==> src/rtl/asi_w_if.sv <==
// ---------------------------------------------------------------------------
// asi_w_if : AXI write-channel bundle (AW, W and B) between a write master
// and the asi_w responder.
//   AW : AWID, AWADDR, AWLEN, AWSIZE, AWBURST, AWVALID / AWREADY
//   W  : WDATA, WSTRB, WLAST, WVALID / WREADY
//   B  : BID, BRESP, BVALID / BREADY
// modport master drives AW/W and BREADY; modport slave drives the rest.
// ---------------------------------------------------------------------------
interface asi_w_if #(
    parameter int AXI_DW = 128,
    parameter int AXI_AW = 32,
    parameter int AXI_IW = 8,
    parameter int AXI_LW = 8,
    parameter int AXI_SW = 3
);
    localparam int AXI_WSTRBW = AXI_DW / 8;

    logic [AXI_IW-1:0]     AWID;
    logic [AXI_AW-1:0]     AWADDR;
    logic [AXI_LW-1:0]     AWLEN;
    logic [AXI_SW-1:0]     AWSIZE;
    logic [1:0]            AWBURST;
    logic                  AWVALID;
    logic                  AWREADY;

    logic [AXI_DW-1:0]     WDATA;
    logic [AXI_WSTRBW-1:0] WSTRB;
    logic                  WLAST;
    logic                  WVALID;
    logic                  WREADY;

    logic [AXI_IW-1:0]     BID;
    logic [1:0]            BRESP;
    logic                  BVALID;
    logic                  BREADY;

    modport master (
        output AWID, AWADDR, AWLEN, AWSIZE, AWBURST, AWVALID,
        input  AWREADY,
        output WDATA, WSTRB, WLAST, WVALID,
        input  WREADY,
        input  BID, BRESP, BVALID,
        output BREADY
    );

    modport slave (
        input  AWID, AWADDR, AWLEN, AWSIZE, AWBURST, AWVALID,
        output AWREADY,
        input  WDATA, WSTRB, WLAST, WVALID,
        output WREADY,
        output BID, BRESP, BVALID,
        input  BREADY
    );
endinterface

==> src/rtl/asi_w.sv <==
// ---------------------------------------------------------------------------
// asi_w : AXI slave write interface.
// Queues AW bursts (FWFT FIFO, depth ASI_AD), executes them one at a time,
// turns every W beat into a user-side byte-addressed write with FIXED/INCR/
// WRAP address sequencing, and queues one B response per burst (FIFO, depth
// ASI_BD).
// Ports:
//   ACLK, ARESET       clock, synchronous active-high reset
//   s_axi (slave)      AW / W / B channels
//   usr_we             one strobe per accepted, legal beat
//   usr_waddr          byte address of the current beat
//   usr_wdata/wstrb    WDATA/WSTRB passed through
//   usr_wlast          current beat is the final one per AWLEN
//   usr_wready         user can take a beat this cycle
//   usr_werr           user error for the current beat (sampled with usr_we)
// ---------------------------------------------------------------------------
module asi_w #(
    parameter int AXI_DW     = 128,
    parameter int AXI_AW     = 32,
    parameter int AXI_IW     = 8,
    parameter int AXI_LW     = 8,
    parameter int AXI_SW     = 3,
    parameter int ASI_AD     = 4,
    parameter int ASI_BD     = 4,
    parameter int AXI_WSTRBW = AXI_DW / 8
) (
    input  logic                  ACLK,
    input  logic                  ARESET,
    asi_w_if.slave                s_axi,
    output logic                  usr_we,
    output logic [AXI_AW-1:0]     usr_waddr,
    output logic [AXI_DW-1:0]     usr_wdata,
    output logic [AXI_WSTRBW-1:0] usr_wstrb,
    output logic                  usr_wlast,
    input  logic                  usr_wready,
    input  logic                  usr_werr
);
    localparam int AQ_W  = AXI_IW + AXI_AW + AXI_LW + AXI_SW + 2;
    localparam int BQ_W  = AXI_IW + 2;
    localparam int AQ_PW = (ASI_AD > 1) ? $clog2(ASI_AD) : 1;
    localparam int BQ_PW = (ASI_BD > 1) ? $clog2(ASI_BD) : 1;
    localparam logic [AXI_SW-1:0] SZ_MAX = AXI_SW'($clog2(AXI_WSTRBW));

    typedef enum logic [0:0] {ST_IDLE, ST_DATA} state_t;

    // ---------------- AW queue ----------------
    logic [AQ_W-1:0]   r_aq_mem [ASI_AD];
    logic [AQ_PW-1:0]  r_aq_wp, r_aq_rp;
    logic [AQ_PW:0]    r_aq_cnt;
    logic              w_aq_full, w_aq_empty, w_aq_push, w_aq_pop;
    logic [AXI_IW-1:0] w_h_id;
    logic [AXI_AW-1:0] w_h_addr;
    logic [AXI_LW-1:0] w_h_len;
    logic [AXI_SW-1:0] w_h_size;
    logic [1:0]        w_h_burst;
    logic              w_h_bad;

    // ---------------- B queue ----------------
    logic [BQ_W-1:0]   r_bq_mem [ASI_BD];
    logic [BQ_PW-1:0]  r_bq_wp, r_bq_rp;
    logic [BQ_PW:0]    r_bq_cnt;
    logic              w_bq_full, w_bq_empty, w_bq_push, w_bq_pop;
    logic [BQ_W-1:0]   w_bq_din;

    // ---------------- burst context ----------------
    state_t            r_state, w_state_nxt;
    logic              r_run;
    logic [AXI_IW-1:0] r_id;
    logic [AXI_AW-1:0] r_addr;
    logic [AXI_LW-1:0] r_len;
    logic [AXI_SW-1:0] r_size;
    logic [1:0]        r_burst;
    logic [AXI_LW-1:0] r_beat_cc;
    logic              r_err, r_bad;

    logic              w_in_data, w_last, w_wready, w_beat, w_err_nxt;
    logic [AXI_AW-1:0] w_bytes, w_wl, w_addr_nxt;

    assign w_aq_full  = (r_aq_cnt == (AQ_PW+1)'(ASI_AD));
    assign w_aq_empty = (r_aq_cnt == (AQ_PW+1)'(0));
    assign w_aq_push  = s_axi.AWVALID & s_axi.AWREADY;
    assign {w_h_id, w_h_addr, w_h_len, w_h_size, w_h_burst} = r_aq_mem[r_aq_rp];

    // An illegal burst is still drained but never reaches the user side.
    assign w_h_bad = (w_h_size > SZ_MAX) || (w_h_burst == 2'b11) ||
                     ((w_h_burst == 2'b10) &&
                      !((w_h_len == AXI_LW'(1)) || (w_h_len == AXI_LW'(3)) ||
                        (w_h_len == AXI_LW'(7)) || (w_h_len == AXI_LW'(15))));

    assign w_bq_full  = (r_bq_cnt == (BQ_PW+1)'(ASI_BD));
    assign w_bq_empty = (r_bq_cnt == (BQ_PW+1)'(0));
    assign w_bq_pop   = s_axi.BVALID & s_axi.BREADY;

    assign w_in_data = (r_state == ST_DATA);
    assign w_last    = (r_beat_cc == r_len);
    // A WLAST that disagrees with the AWLEN count only marks the burst as failed.
    assign w_err_nxt = r_err | (usr_we & usr_werr) | (s_axi.WLAST != w_last);
    assign w_bq_din  = {r_id, (w_err_nxt | r_bad) ? 2'b10 : 2'b00};

    // AW queue storage
    always_ff @(posedge ACLK) begin
        if (w_aq_push) begin
            r_aq_mem[r_aq_wp] <= {s_axi.AWID, s_axi.AWADDR, s_axi.AWLEN,
                                  s_axi.AWSIZE, s_axi.AWBURST};
        end
    end

    // AW queue pointers and occupancy
    always_ff @(posedge ACLK) begin
        if (ARESET) begin
            r_aq_wp  <= AQ_PW'(0);
            r_aq_rp  <= AQ_PW'(0);
            r_aq_cnt <= (AQ_PW+1)'(0);
        end else begin
            if (w_aq_push) r_aq_wp <= r_aq_wp + AQ_PW'(1);
            if (w_aq_pop)  r_aq_rp <= r_aq_rp + AQ_PW'(1);
            case ({w_aq_push, w_aq_pop})
                2'b10:   r_aq_cnt <= r_aq_cnt + (AQ_PW+1)'(1);
                2'b01:   r_aq_cnt <= r_aq_cnt - (AQ_PW+1)'(1);
                default: r_aq_cnt <= r_aq_cnt;
            endcase
        end
    end

    // B queue storage
    always_ff @(posedge ACLK) begin
        if (w_bq_push) begin
            r_bq_mem[r_bq_wp] <= w_bq_din;
        end
    end

    // B queue pointers and occupancy
    always_ff @(posedge ACLK) begin
        if (ARESET) begin
            r_bq_wp  <= BQ_PW'(0);
            r_bq_rp  <= BQ_PW'(0);
            r_bq_cnt <= (BQ_PW+1)'(0);
        end else begin
            if (w_bq_push) r_bq_wp <= r_bq_wp + BQ_PW'(1);
            if (w_bq_pop)  r_bq_rp <= r_bq_rp + BQ_PW'(1);
            case ({w_bq_push, w_bq_pop})
                2'b10:   r_bq_cnt <= r_bq_cnt + (BQ_PW+1)'(1);
                2'b01:   r_bq_cnt <= r_bq_cnt - (BQ_PW+1)'(1);
                default: r_bq_cnt <= r_bq_cnt;
            endcase
        end
    end

    // Holds AWREADY low during reset and for the reset-release cycle
    always_ff @(posedge ACLK) begin
        if (ARESET) r_run <= 1'b0;
        else        r_run <= 1'b1;
    end

    // FSM state register
    always_ff @(posedge ACLK) begin
        if (ARESET) r_state <= ST_IDLE;
        else        r_state <= w_state_nxt;
    end

    // FSM next state, queue pop/push and W acceptance
    always_comb begin
        w_state_nxt = r_state;
        w_aq_pop    = 1'b0;
        w_bq_push   = 1'b0;
        w_wready    = 1'b0;
        w_beat      = 1'b0;
        case (r_state)
            ST_IDLE: begin
                // Only start a burst if its response is guaranteed a B slot.
                if (!w_aq_empty && !w_bq_full) begin
                    w_aq_pop    = 1'b1;
                    w_state_nxt = ST_DATA;
                end else begin
                    w_state_nxt = ST_IDLE;
                end
            end
            ST_DATA: begin
                w_wready = r_bad | usr_wready;
                w_beat   = s_axi.WVALID & w_wready;
                if (w_beat && w_last) begin
                    w_bq_push   = 1'b1;
                    w_state_nxt = ST_IDLE;
                end else begin
                    w_state_nxt = ST_DATA;
                end
            end
            default: w_state_nxt = ST_IDLE;
        endcase
    end

    // Wrap window size: (len+1)*bytes for the legal wrap lengths
    always_comb begin
        w_bytes = AXI_AW'(1) << r_size;
        case (r_len)
            AXI_LW'(1):  w_wl = w_bytes << 1;
            AXI_LW'(3):  w_wl = w_bytes << 2;
            AXI_LW'(7):  w_wl = w_bytes << 3;
            AXI_LW'(15): w_wl = w_bytes << 4;
            default:     w_wl = w_bytes;
        endcase
    end

    // Next beat address; INCR aligns after the first (possibly unaligned) beat
    always_comb begin
        case (r_burst)
            2'b00:   w_addr_nxt = r_addr;
            2'b01:   w_addr_nxt = (r_addr & ~(w_bytes - AXI_AW'(1))) + w_bytes;
            2'b10:   w_addr_nxt = (r_addr & ~(w_wl - AXI_AW'(1))) |
                                  ((r_addr + w_bytes) & (w_wl - AXI_AW'(1)));
            default: w_addr_nxt = r_addr;
        endcase
    end

    // Burst context: loaded on AW pop, advanced on each beat
    always_ff @(posedge ACLK) begin
        if (ARESET) begin
            r_id      <= AXI_IW'(0);
            r_addr    <= AXI_AW'(0);
            r_len     <= AXI_LW'(0);
            r_size    <= AXI_SW'(0);
            r_burst   <= 2'b00;
            r_beat_cc <= AXI_LW'(0);
            r_err     <= 1'b0;
            r_bad     <= 1'b0;
        end else if (w_aq_pop) begin
            r_id      <= w_h_id;
            r_addr    <= w_h_addr;
            r_len     <= w_h_len;
            r_size    <= w_h_size;
            r_burst   <= w_h_burst;
            r_beat_cc <= AXI_LW'(0);
            r_err     <= 1'b0;
            r_bad     <= w_h_bad;
        end else if (w_beat) begin
            r_addr    <= w_addr_nxt;
            r_beat_cc <= r_beat_cc + AXI_LW'(1);
            r_err     <= w_err_nxt;
        end else begin
            r_addr    <= r_addr;
        end
    end

    assign s_axi.AWREADY = r_run & ~w_aq_full;
    assign s_axi.WREADY  = w_wready;
    assign s_axi.BVALID  = ~w_bq_empty;
    // Head is gated so an empty queue presents zeros rather than stale data.
    assign {s_axi.BID, s_axi.BRESP} = w_bq_empty ? BQ_W'(0) : r_bq_mem[r_bq_rp];

    assign usr_we    = w_in_data & s_axi.WVALID & usr_wready & ~r_bad;
    assign usr_waddr = r_addr;
    assign usr_wdata = s_axi.WDATA;
    assign usr_wstrb = s_axi.WSTRB;
    assign usr_wlast = w_in_data & w_last;
endmodule

==> src/flat_wrapper.sv <==
// flat-port wrapper written by rule: the top's interface ports become plain ports
module asi_w_flat 
#(
    parameter int AXI_DW     = 128,
    parameter int AXI_AW     = 32,
    parameter int AXI_IW     = 8,
    parameter int AXI_LW     = 8,
    parameter int AXI_SW     = 3,
    parameter int ASI_AD     = 4,
    parameter int ASI_BD     = 4,
    parameter int AXI_WSTRBW = AXI_DW / 8
)
  (ACLK, ARESET, usr_we, usr_waddr, usr_wdata, usr_wstrb, usr_wlast, usr_wready, usr_werr, s_axi_AWID, s_axi_AWADDR, s_axi_AWLEN, s_axi_AWSIZE, s_axi_AWBURST, s_axi_AWVALID, s_axi_AWREADY, s_axi_WDATA, s_axi_WSTRB, s_axi_WLAST, s_axi_WVALID, s_axi_WREADY, s_axi_BID, s_axi_BRESP, s_axi_BVALID, s_axi_BREADY);
  asi_w_if #(.AXI_DW(AXI_DW), .AXI_AW(AXI_AW), .AXI_IW(AXI_IW), .AXI_LW(AXI_LW), .AXI_SW(AXI_SW)) s_axi_i ();
  input  logic ACLK;
  input  logic ARESET;
  output logic usr_we;
  output logic [AXI_AW-1:0] usr_waddr;
  output logic [AXI_DW-1:0] usr_wdata;
  output logic [AXI_WSTRBW-1:0] usr_wstrb;
  output logic usr_wlast;
  input  logic usr_wready;
  input  logic usr_werr;
  input wire logic [$bits(s_axi_i.AWID)-1:0] s_axi_AWID;
  input wire logic [$bits(s_axi_i.AWADDR)-1:0] s_axi_AWADDR;
  input wire logic [$bits(s_axi_i.AWLEN)-1:0] s_axi_AWLEN;
  input wire logic [$bits(s_axi_i.AWSIZE)-1:0] s_axi_AWSIZE;
  input wire logic [$bits(s_axi_i.AWBURST)-1:0] s_axi_AWBURST;
  input wire logic [$bits(s_axi_i.AWVALID)-1:0] s_axi_AWVALID;
  output wire logic [$bits(s_axi_i.AWREADY)-1:0] s_axi_AWREADY;
  input wire logic [$bits(s_axi_i.WDATA)-1:0] s_axi_WDATA;
  input wire logic [$bits(s_axi_i.WSTRB)-1:0] s_axi_WSTRB;
  input wire logic [$bits(s_axi_i.WLAST)-1:0] s_axi_WLAST;
  input wire logic [$bits(s_axi_i.WVALID)-1:0] s_axi_WVALID;
  output wire logic [$bits(s_axi_i.WREADY)-1:0] s_axi_WREADY;
  output wire logic [$bits(s_axi_i.BID)-1:0] s_axi_BID;
  output wire logic [$bits(s_axi_i.BRESP)-1:0] s_axi_BRESP;
  output wire logic [$bits(s_axi_i.BVALID)-1:0] s_axi_BVALID;
  input wire logic [$bits(s_axi_i.BREADY)-1:0] s_axi_BREADY;
  assign s_axi_i.AWID = s_axi_AWID;
  assign s_axi_i.AWADDR = s_axi_AWADDR;
  assign s_axi_i.AWLEN = s_axi_AWLEN;
  assign s_axi_i.AWSIZE = s_axi_AWSIZE;
  assign s_axi_i.AWBURST = s_axi_AWBURST;
  assign s_axi_i.AWVALID = s_axi_AWVALID;
  assign s_axi_AWREADY = s_axi_i.AWREADY;
  assign s_axi_i.WDATA = s_axi_WDATA;
  assign s_axi_i.WSTRB = s_axi_WSTRB;
  assign s_axi_i.WLAST = s_axi_WLAST;
  assign s_axi_i.WVALID = s_axi_WVALID;
  assign s_axi_WREADY = s_axi_i.WREADY;
  assign s_axi_BID = s_axi_i.BID;
  assign s_axi_BRESP = s_axi_i.BRESP;
  assign s_axi_BVALID = s_axi_i.BVALID;
  assign s_axi_i.BREADY = s_axi_BREADY;
  asi_w #(.AXI_DW(AXI_DW), .AXI_AW(AXI_AW), .AXI_IW(AXI_IW), .AXI_LW(AXI_LW), .AXI_SW(AXI_SW), .ASI_AD(ASI_AD), .ASI_BD(ASI_BD), .AXI_WSTRBW(AXI_WSTRBW)) u_core (.ACLK(ACLK), .ARESET(ARESET), .s_axi(s_axi_i), .usr_we(usr_we), .usr_waddr(usr_waddr), .usr_wdata(usr_wdata), .usr_wstrb(usr_wstrb), .usr_wlast(usr_wlast), .usr_wready(usr_wready), .usr_werr(usr_werr));
endmodule
==> config.mk <==
export PLATFORM = sky130hd
export DESIGN_NAME = asi_w_flat
export DESIGN_NICKNAME = d
export VERILOG_FILES = /design/src/rtl/asi_w_if.sv /design/src/rtl/asi_w.sv /design/src/flat_wrapper.sv
export SDC_FILE = /design/constraint.sdc
export NUM_CORES = 1
export LEC_CHECK = 0
export ABC_CLOCK_PERIOD_IN_PS = 6600
export BUFFER_PORTS_ARGS = -buffer_cell sky130_fd_sc_hd__buf_2
export CAP_MARGIN = 20
export CORE_AREA = 2 2 234 236
export CTS_CLUSTER_SIZE = 10
export DETAILED_ROUTE_END_ITERATION = 8
export DIE_AREA = 0 0 236 238
export GPL_TIMING_DRIVEN = 0
export MAX_ROUTING_LAYER = met4
export PLACE_DENSITY = 0.5
export SETUP_SLACK_MARGIN = 0.2
export SLEW_MARGIN = 20
export SYNTH_ARGS = -nofsm -noshare
export SYNTH_HDL_FRONTEND = slang
export SYNTH_SLANG_ARGS = --single-unit
export TNS_END_PERCENT = 100
==> constraint.sdc <==
create_clock -name ACLK -period 6.6 [get_ports ACLK]
set_input_delay 0.66 -clock ACLK [delete_from_list [all_inputs] [get_ports ACLK]]
set_output_delay 0.66 -clock ACLK [all_outputs]
set_load 0.01 [all_outputs]
-- Yosys cells after proc, flatten, opt, wreduce, memory -nomap -nowiden
Memories as Yosys holds them, arrays and structs flattened. A register that Yosys moved wholly into a read port is not among the register bits.
Index checks and enable logic that the tools add are counted.
- bits in registers: 79
- RAM bits: 252
- output and inout port bits: 191
- logic and storage cells: 120
- memories: 2
- $add $sub $neg: 13
- magnitude comparators: 1
- equal/unequal tests: 20
- shift operators: 1
- mux-type cells: 25
- bitwise logic cells: 23
- reductions and logical operators: 19
- memories (name ; depth ; width ; read ports ; clocked after Yosys merged registers in ; wr ports ; line ; source):
    u_core.r_aq_mem ; 4 ; 53 ; 1 ; 1 ; 1 ; asi_w.sv:47 ; logic [AQ_W-1:0] r_aq_mem [ASI_AD];
    u_core.r_bq_mem ; 4 ; 10 ; 1 ; 1 ; 1 ; asi_w.sv:59 ; logic [BQ_W-1:0] r_bq_mem [ASI_BD];
- operators with widths (operator ; count):
    $pmux 32 s4 ; 1
    $and 32x32->32 ; 3
    $add 32x32->32 ; 2
    $mux 32 ; 2
    $not 32->32 ; 2
    $pmux 32 s2 ; 1
    $sub 32x1->32 const B ; 2
    $or 32x32->32 ; 1
    $shl 1x3->32 const A ; 1
    $eq 8x1->1 const B ; 2
    $eq 8x2->1 const B ; 2
    $eq 8x3->1 const B ; 2
    $eq 8x4->1 const B ; 2
    $mux 1 ; 12
    $pmux 3 s2 ; 2
    $eq 2x2->1 const B ; 5
    $mux 10 ; 1
    $mux 2 ; 5
    $and 1x1->1 ; 9
    $add 2x1->2 const B ; 4
    $add 8x1->8 const B ; 1
    $eq 8x8->1 ; 1
    $add 3x1->3 const B ; 2
    $eq 2x1->1 const B ; 3
    15 further kinds ; 34

-- Longest topological paths before layout
Gate-level depths: netlist of run 1.
- depth after elaboration: 9
- gate-level depth with buffers: 16
- gate-level depth less buffers: 13

-- Worst setup path after synthesis of run 1
Ideal clock, no wire load.
- path type: reg2reg
- from: reg u_core.r_size[0]
- to: reg (tool-made name)
- library setup time: 0.148 ns
- arrival: 3.311 ns
- data required time: 6.452 ns
- setup slack: 3.140 ns
- cell stages (with the launch flop): 15
- path buffers: 3
- clock period less this slack: 3.460 ns
- cells stage by stage: dfxtp_1 > buf_2 > buf_2 > buf_1 > nor3_1 > ha_1 > ha_1 > a21oi_1 > o32ai_2 > a221oi_4 > a211oi_2 > nor2_1 > or4b_1 > nand3_1 > a311oi_1
- RTL lines (element ; line ; source):
    from (decl) ; asi_w.sv:71 ; logic [AXI_SW-1:0] r_size;
    from (signal assigned) ; asi_w.sv:230 ; r_size <= w_h_size;

==> results.py, run 1 <==
metrics = {
    "clock_tree": {
        "htree_num_levels": 2,
        "clk_latency_ns": 0.54,
        "cts_setup_buffers": 0,
        "numCtsBuffers": 39,
        "cts_sinks": 331,
        "root_buffer": "clkbuf_16",
        "tritoncts": "built",
        "ctsResizeCount": 0,
        "holdBufCountCts": 0,
        "cts_buffer_depth": 3,
        "path_clk_slew_ns": 0.06,
    },
    "detailed_routing": {
        "wl_um": 54000,
        "first_iter_violations": 751,
        "drc_errors": 0,
        "dr.pass1.iters": 5,
        "wl_per_cell_um": 22.8,
        "vias": 12000,
        "ant_nets": 0,
        "avgViaCountPerCell": 5.06,
    },
    "worst_setup_path": {
        "end_kind": "register",
        "worst-path-max-fanout": 10,
        "path_class": "reg -> reg",
        "critPathRequiredTime_ns": 6.96,
        "startpoint_type": "register",
        "cp_slowest_cell": "a211oi_2",
        "crit_arrival_ns": 5.19,
        "crit_path_cell_trace": "buf_2 > buf_2 > buf_1 > nor3_1 > ha_1 > ha_1 > a21oi_1 > o32ai_2 > a221oi_4 > a211oi_2 > nor2_1 > or4b_1 > nand3_1 > a311oi_1",
        "max_stage_delay_ns": 0.66,
    },
    "timing": {
        "post-route-period-util_pct": 73.2,
        "worstMarginPinSlew_ns": 1.16,
        "worst_clock_skew_ns": 0.0200,
        "tns_ns": 0,
        "min_period_ns": 4.83,
        "hold_ws_ns": 0.336,
        "rsz0062_at_grt": "false",
        "fin_ws_ns": 1.77,
        "max_slew_margin_pct": 22.2,
        "max_freq_mhz": 207,
        "slew_viol_final": 0,
        "setup_viol": 0,
        "finalHoldViolations": 0,
    },
    "synthesis": {
        "synth_edf_count": 248,
        "synth_seq_area_share_pct": 55.2,
        "ys.flop_type": "edfxtp_1",
        "syn_avg_cell_area_sq_um": 12.3,
        "synth.area.top_cells": "edfxtp_1 (45%), dfxtp_1 (10%), mux4_2 (8.5%)",
        "yosys_warnings": 0,
        "synth_top_area_share_pct": 45.1,
        "synthArstFlopShare_pct": 0,
        "synth_cell_types": 96,
        "syn_area_sq_um": 16500,
        "synthCells": 1340,
        "ys_seq_elements": 331,
        "yosysTopAreaCell": "edfxtp_1",
        "syn_nets": 1573,
    },
    "cells_and_area": {
        "fillCellCount": 5213,
        "multi_input_area_sq_um": 5890,
        "drive_gt1_share_pct": 33.4,
        "area_growth_pct": 20.8,
        "fin_nets": 1868,
        "layout.area.seq_sq_um": 9110,
    },
    "global_route": {
        "grt_use_total_pct": 19.1,
        "grt_pass1_wl_um": 77300,
        "antenna_found_initial": 12,
        "top_usage_layer": "met2",
        "grt.overflow.total": 0,
        "grtUsageMet3_pct": 3.41,
        "met2_usage_pct": 32.6,
        "use_met1_pct": 22.7,
        "grt_pass1_vias": 11600,
        "grt_start_max_net_pins": 43,
    },
    "place": {
        "hpwl_um": 41300,
        "port_buffers": 250,
        "dp_slack_ns": 1.84,
        "gp_congestion": 0.933,
    },
    "pwr": {
        "p_leak_nw": 7.27,
        "peakVddDrop_mv": 0.220,
        "p_per_area_nw_per_um2": 370,
    },
    "floorplan": {
        "ioPinCount": 396,
        "coreArea_sq_um": 53500,
        "die_h_um": 238,
        "start_util_pct": 30.8,
        "die_area_sq_um": 56200,
        "dieWidth_um": 236,
        "rows": 85,
    },
    "run": {
        "cap_violations": 0,
    },
    "run_status": {
        "status": "completed",
    },
    "min_path": {
        "hold_path.class": "in -> reg",
    },
}
-- cells in the final DEF (no fill, tap or decap), types with 37 or more instances in the layout --
| master | n |
|---|---|
| inv_1 | 37 |
| clkbuf_16 | 40 |
| buf_2 | 266 |
| nand2_1 | 116 |
| dfxtp_1 | 83 |
| a21oi_1 | 69 |
| buf_4 | 145 |
| o21ai_0 | 47 |
| nor2_1 | 79 |
| clkbuf_1 | 63 |
| edfxtp_1 | 248 |
| mux4_2 | 62 |
-- cells by family (layout without fill, tap and decap cells) --
group / count (synthesis) / count (layout) / share of synthesized area [%]
mux: 67 / 67 / 8.78
other cells: 1 / 12 / 0.0227
simple gates: 360 / 360 / 11.0
xor+xnor: 58 / 58 / 3.08
compound gates: 241 / 241 / 10.2
flops: 331 / 331 / 55.2
fa+ha+maj: 31 / 31 / 2.44
buf+inv: 251 / 576 / 9.18
-- synthesized netlist by cell type, types with 24 or more instances --
| master | instances |
|---|---|
| a21oi_1 | 69 |
| mux4_2 | 62 |
| inv_1 | 37 |
| buf_4 | 145 |
| dfxtp_1 | 83 |
| clkbuf_1 | 37 |
| o21ai_0 | 47 |
| nand2_1 | 116 |
| nor2_1 | 79 |
| xnor2_1 | 34 |
| ha_1 | 25 |
| xor2_1 | 24 |
| edfxtp_1 | 248 |
-- metrics by stage --
step,util [%],std cells,power (mW),instance area [sq um]
5_1_grt,37.3,2372,7.78,19900
3_5_place_dp,35.0,2290,5.45,18700
4_1_cts,37.2,2361,7.44,19900
3_3_place_gp,34.8,2286,5.43,18600
2_1_floorplan,-,1340,4.47,16500
6_report,37.3,2372,7.38,19900
-- critical path, delay by kind of cell, from the launching register on --
| kind | cells | cell delay, ns |
|---|---|---|
| adder cells (fa/ha/maj) | 2 | 0.67 |
| buffers and inverters | 3 | 0.73 |
| AO/OA/AOI/OAI | 5 | 1.46 |
| flip-flops | 1 | 0.34 |
| AND/OR/NAND/NOR | 4 | 1.45 |
-- cell type report --
type                            count  share of cell area, %
Clock inverter                      3                  0.151
Timing Repair Buffer              254                   6.83
Multi-Input combinational cell    758                   29.6
Clock buffer                       68                   5.65
Tap cell                          696                   4.37
Antenna cell                       11                  0.138
Sequential cell                   331                   45.7
Inverter                           39                  0.734
Buffer                            212                   6.86
-- worst paths after layout --
kind,startpoint,end,slack (ns),depth (start not counted)
worst max-delay path,u_core.r_size[0],register,1.77,14
worst min-delay path,s_axi_AWADDR[11],u_core.r_aq_mem[1][24],0.34,1
worst max register to register,u_core.r_size[0],register,1.77,14
worst min register to register,u_core.r_burst[0],u_core.r_burst[0],0.46,2
-- power by group --
group	switching [mW]	internal, mW	total (mW)
Combinational	1.70	1.01	2.71
Sequential	0.216	2.49	2.70
Clock	0.813	1.15	1.97
Total	2.73	4.65	7.38
-- layer usage --
layer,up-vias,wire length [um]
met4,0,1830
met3,98,3380
li1,5466,-
met2,482,27100
met5,-,0
met1,5960,21600
No activity file was read; power rests on OpenSTA's default activity.
==> run 2, diff against run 1 <==
Settings changed: ABC_CLOCK_PERIOD_IN_PS 6600 to 4100, PLACE_DENSITY 0.5 to 0.52.
Clock period 6.6 ns to 4.1 ns, I/O delays scaled along.
==> results.py, run 2 (synthesis results as in run 1) <==
metrics = {
    "floorplan": {
        "ioPinCount": 396,
        "start_util_pct": 30.8,
        "coreArea_sq_um": 53500,
        "rows": 85,
        "die_h_um": 238,
        "die_area_sq_um": 56200,
        "dieWidth_um": 236,
    },
    "pwr": {
        "p_per_area_nw_per_um2": 603,
        "peakVddDrop_mv": 0.310,
        "p_leak_nw": 7.40,
    },
    "global_route": {
        "grt_pass1_vias": 12000,
        "grt_start_max_net_pins": 43,
        "antenna_found_initial": 7,
        "grt_use_total_pct": 19.4,
        "grt.overflow.total": 0,
        "grt_pass1_wl_um": 78900,
    },
    "run_status": {
        "status": "completed",
    },
    "worst_setup_path": {
        "crit_start": "u_core.r_len[2]",
        "startpoint_type": "register",
        "path_class": "reg -> reg",
        "r2r_cells": 14,
        "rrSetupSlack_ns": 0.38,
        "path_common_cell": "clkbuf_1",
        "worst-path-max-fanout": 10,
        "crit_cells": 14,
        "crit_arrival_ns": 4.10,
        "critPathRequiredTime_ns": 4.48,
        "crit_path_cell_trace": "clkbuf_1 > clkbuf_1 > or2_2 > nor3_1 > a21oi_1 > o22ai_1 > nand2_1 > ha_1 > o2111a_2 > o21ai_2 > o41ai_4 > inv_1 > a22oi_1 > a31oi_1",
        "critPathBufInv": 3,
        "path_delay_family": "compound AO/OA/AOI/OAI gates",
        "max_stage_delay_ns": 0.67,
        "cp_slowest_cell": "o41ai_4",
        "r2r-start": "u_core.r_len[2]",
        "end_kind": "register",
    },
    "min_path": {
        "hold_end": "u_core.r_aq_mem[2][19]",
        "hold_path_startpoint": "s_axi_AWADDR[6]",
        "hold_depth": 1,
        "hold_path.class": "in -> reg",
    },
    "clock_tree": {
        "clk_latency_ns": 0.54,
        "holdBufCountCts": 0,
        "root_buffer": "clkbuf_16",
        "cts_sinks": 331,
        "numCtsBuffers": 40,
        "cts_buffer_depth": 3,
        "path_clk_slew_ns": 0.06,
        "htree_num_levels": 2,
        "tritoncts": "built",
    },
    "timing": {
        "worstMarginPinSlew_ns": 0.941,
        "slew_viol_final": 0,
        "fin_ws_ns": 0.380,
        "post-route-period-util_pct": 90.7,
        "setup_viol": 0,
        "rsz0062_at_grt": "true",
        "finalHoldViolations": 0,
        "worst_clock_skew_ns": 0.0217,
        "min_period_ns": 3.72,
        "max_freq_mhz": 269,
        "max_slew_margin_pct": 37.3,
        "tns_ns": 0,
    },
    "detailed_routing": {
        "dr.pass1.iters": 7,
        "avgViaCountPerCell": 5.05,
        "wl_um": 54400,
        "ant_nets": 0,
        "drc_errors": 0,
        "vias": 12000,
        "wl_per_cell_um": 22.9,
        "first_iter_violations": 860,
    },
    "cells_and_area": {
        "drive_gt1_share_pct": 35.0,
        "mostFrequentLayoutCells": "buf_2 (262), edfxtp_1 (248), buf_4 (157), nand2_1 (115), dfxtp_1 (83)",
        "design_area_sq_um": 20200,
        "fin_nets": 1877,
        "mostFrequentLayoutCell": "buf_2",
        "area_growth_pct": 22.6,
    },
    "place": {
        "hpwl_um": 41300,
        "placed_area_sq_um": 18700,
        "gp_congestion": 0.927,
        "dp_slack_ns": -0.685,
        "port_buffers": 250,
    },
    "run": {
        "cap_violations": 0,
    },
}
-- run 2: worst max-delay path by stage --
stage / to / slack, ns
after floorplan: register / 0.64
after global placement: register / -0.64
after detailed placement: register / -0.69
after CTS: register / 0.23
after global routing: register / 0.19
final: register / 0.38
-- run 2: area by class of cell --
type / instances / area (sq um)
diodes: 7 / 17.5
plain buffers: 212 / 1400
clock buffers: 70 / 1160
clock inverters: 4 / 85.1
fillers: 5199 / 33300
inverters: 39 / 146
multi-input cells: 758 / 6010
flip-flops and latches: 331 / 9110
well taps: 696 / 871
repair buffers: 262 / 1440
-- run 2: worst register-to-register path, cell delays in order (launching register included) --
cell	delay [ns]
dfxtp_1	0.30
clkbuf_1	0.36
clkbuf_1	0.49
or2_2	0.25
nor3_1	0.05
a21oi_1	0.12
o22ai_1	0.10
nand2_1	0.11
ha_1	0.21
o2111a_2	0.25
o21ai_2	0.11
o41ai_4	0.67
inv_1	0.19
a22oi_1	0.24
a31oi_1	0.11
-- run 2: what timing repair did --
item,4_1_cts,5_1_grt
resized for setup,29,11
buffers inserted,5,3
pin swaps,3,3
endpoints found under the hold margin,0,0
gates cloned,0,0
setup endpoints to repair,27,23
-- run 2: power breakdown --
part	internal (mW)	total [mW]	leakage [nW]	switching, mW
Sequential	4.01	4.36	2.93	0.356
Clock	2.03	3.37	0.590	1.33
Combinational	1.69	4.48	3.88	2.79
Total	7.72	12.2	7.40	4.48
-- run 2: per-layer routing --
metal | track usage (%) | part of all wire [%] | up-vias
met2 | 32.7 | 50 | 510
li1 | - | - | 5487
met4 | 7.43 | 3.2 | 0
met5 | - | 0 | -
met1 | 22.7 | 40 | 5944
met3 | 4.27 | 7.1 | 84
-- run 2: through the flow --
stage               power [mW]  util, %  hold WS [ns]  std cells
floorplan                 7.20        -         0.436       1340
global placement          8.76     34.8         0.451       2286
detailed placement        8.78     35.0         0.458       2290
CTS                       12.2     37.6        0.0537       2369
global route              12.9     37.8        0.0708       2379
finish                    12.2     37.8        0.0870       2379
==> run 3, diff against run 2 <==
Settings changed: CORE_AREA 2 2 234 236 to 4 4 236 238, DIE_AREA 0 0 236 238 to 0 0 240 242, PLACE_DENSITY 0.52 to 0.54.
==> results.py, run 3 (synthesis results as in run 1) <==
metrics = {
    "run_status": {
        "status": "completed",
    },
    "worst_setup_path": {
        "critPathRequiredTime_ns": 4.54,
        "worst-path-max-fanout": 10,
        "path_class": "reg -> reg",
        "crit_arrival_ns": 4.22,
        "end_kind": "register",
        "startpoint_type": "register",
        "r2r-start": "u_core.r_size[1]",
        "r2r_cells": 17,
        "rrSetupSlack_ns": 0.32,
    },
    "floorplan": {
        "start_util_pct": 30.8,
        "coreArea_sq_um": 53600,
        "ioPinCount": 396,
        "dieWidth_um": 240,
        "die_area_sq_um": 58100,
        "die_h_um": 242,
        "rows": 85,
    },
    "detailed_routing": {
        "first_iter_violations": 775,
        "vias": 12100,
        "wl_per_cell_um": 22.9,
        "avgViaCountPerCell": 5.06,
        "ant_nets": 0,
        "wl_um": 54400,
        "drc_errors": 0,
        "dr.pass1.iters": 5,
    },
    "cells_and_area": {
        "area_growth_pct": 22.9,
        "mostFrequentLayoutCells": "buf_2 (263), edfxtp_1 (248), buf_4 (157), nand2_1 (115), dfxtp_1 (83)",
        "fin_nets": 1879,
        "mostFrequentLayoutCell": "buf_2",
        "fin_cells": 2380,
        "drive_gt1_share_pct": 35.2,
        "fin_util_pct": 37.8,
        "design_area_sq_um": 20300,
    },
    "global_route": {
        "grt_pass1_wl_um": 78800,
        "grt.overflow.total": 0,
        "grt_pass1_vias": 12000,
        "antenna_found_initial": 10,
        "grt_start_max_net_pins": 43,
        "grt_use_total_pct": 18.5,
    },
    "timing": {
        "max_freq_mhz": 264,
        "worstMarginPinSlew_ns": 0.935,
        "post-route-period-util_pct": 92.2,
        "slew_viol_final": 0,
        "finalHoldViolations": 0,
        "max_slew_margin_pct": 37.7,
        "min_period_ns": 3.78,
        "setup_viol": 0,
        "rsz0062_at_grt": "true",
        "worst_clock_skew_ns": 0.0122,
    },
    "pwr": {
        "combPwrFrac_pct": 36.6,
        "p_seq_share_pct": 35.7,
        "clockPowerShare_pct": 27.8,
        "p_leak_nw": 7.42,
        "p_per_area_nw_per_um2": 602,
        "p_int_mw": 7.76,
        "net-switching-power_mw": 4.44,
        "peakVddDrop_mv": 0.345,
        "switching_share_pct": 36.4,
    },
    "min_path": {
        "hold_end": "u_core.r_aq_mem[1][41]",
        "hold_depth": 1,
        "hold_path.class": "in -> reg",
        "hold_path_startpoint": "s_axi_AWADDR[28]",
    },
    "place": {
        "gp_congestion": 0.940,
        "port_buffers": 250,
        "placed_area_sq_um": 18700,
        "hpwl_um": 41500,
        "placed_cells": 2290,
    },
    "clock_tree": {
        "cts_buffer_depth": 3,
        "cts_sinks": 331,
        "path_clk_slew_ns": 0.06,
        "holdBufCountCts": 0,
        "numCtsBuffers": 40,
        "clk_latency_ns": 0.54,
        "htree_num_levels": 2,
        "root_buffer": "clkbuf_16",
        "tritoncts": "built",
    },
    "run": {
        "cap_violations": 0,
    },
}
-- run 3: worst max-delay path, stage by stage, from the launching register on --
cell      delay, ns
dfxtp_1        0.36
buf_4          0.20
buf_4          0.19
buf_4          0.20
nor3_4         0.24
ha_4           0.20
ha_4           0.16
a21oi_1        0.07
o32ai_2        0.28
buf_4          0.17
a221oi_4       0.07
buf_12         0.15
buf_4          0.13
a21oi_2        0.31
nand2_2        0.20
o31ai_1        0.26
o211ai_1       0.16
a311oi_1       0.31
-- run 3: worst max path at each step --
stage	depth (start not counted)	startpoint	endpoint
final	17	u_core.r_size[1]	register
after global routing	16	u_core.r_size[1]	register
after CTS	11	u_core.r_len[0]	register
after detailed placement	14	u_core.r_size[0]	register
after global placement	13	u_core.r_size[0]	register
after floorplan	14	u_core.r_size[0]	register
-- run 3: what timing repair did --
item | CTS | global route
gates cloned | 0 | 0
setup endpoints to repair | 26 | 25
pin swaps | 4 | 5
buffers inserted | 7 | 3
resized for setup | 23 | 22
-- run 3: metrics by stage --
stage	worst slack [ns]	power [mW]	hold slack (ns)	setup TNS, ns
floorplan	0.640	7.20	0.436	0
global placement	-0.574	8.71	0.449	-7.25
detailed placement	-0.535	8.75	0.454	-6.26
CTS	0.221	12.2	0.0616	0
global route	0.161	12.9	0.0793	0
finish	0.319	12.2	0.0843	0
-- run 3: power by group through the flow --
stage	registers (mW)	logic, mW	clock network (mW)
final	4.35	4.46	3.39
after global routing	4.40	4.87	3.61
after CTS	4.35	4.41	3.46
after detailed placement	4.42	4.33	0
after global placement	4.41	4.30	0
after floorplan	4.34	2.86	0
-- run 3: layer usage --
layer	vias to the layer above	wire, um	global-route usage, %
met2	500	27100	31.1
li1	5490	-	-
met1	5959	21000	21.2
met5	-	0	-
met3	102	4020	4.04
met4	0	2240	7.93
-- run 3: cell type report --
| cell class | count | area, sq um |
|---|---|---|
| clock buffer | 66 | 1130 |
| timing repair buffer | 264 | 1470 |
| inverter | 39 | 146 |
| fill | 5260 | 33300 |
| clock inverter | 6 | 113 |
| tap | 696 | 871 |
| multi-input combinational | 758 | 6020 |
| buffer | 212 | 1400 |
| sequential | 331 | 9110 |
| antenna | 8 | 20.0 |
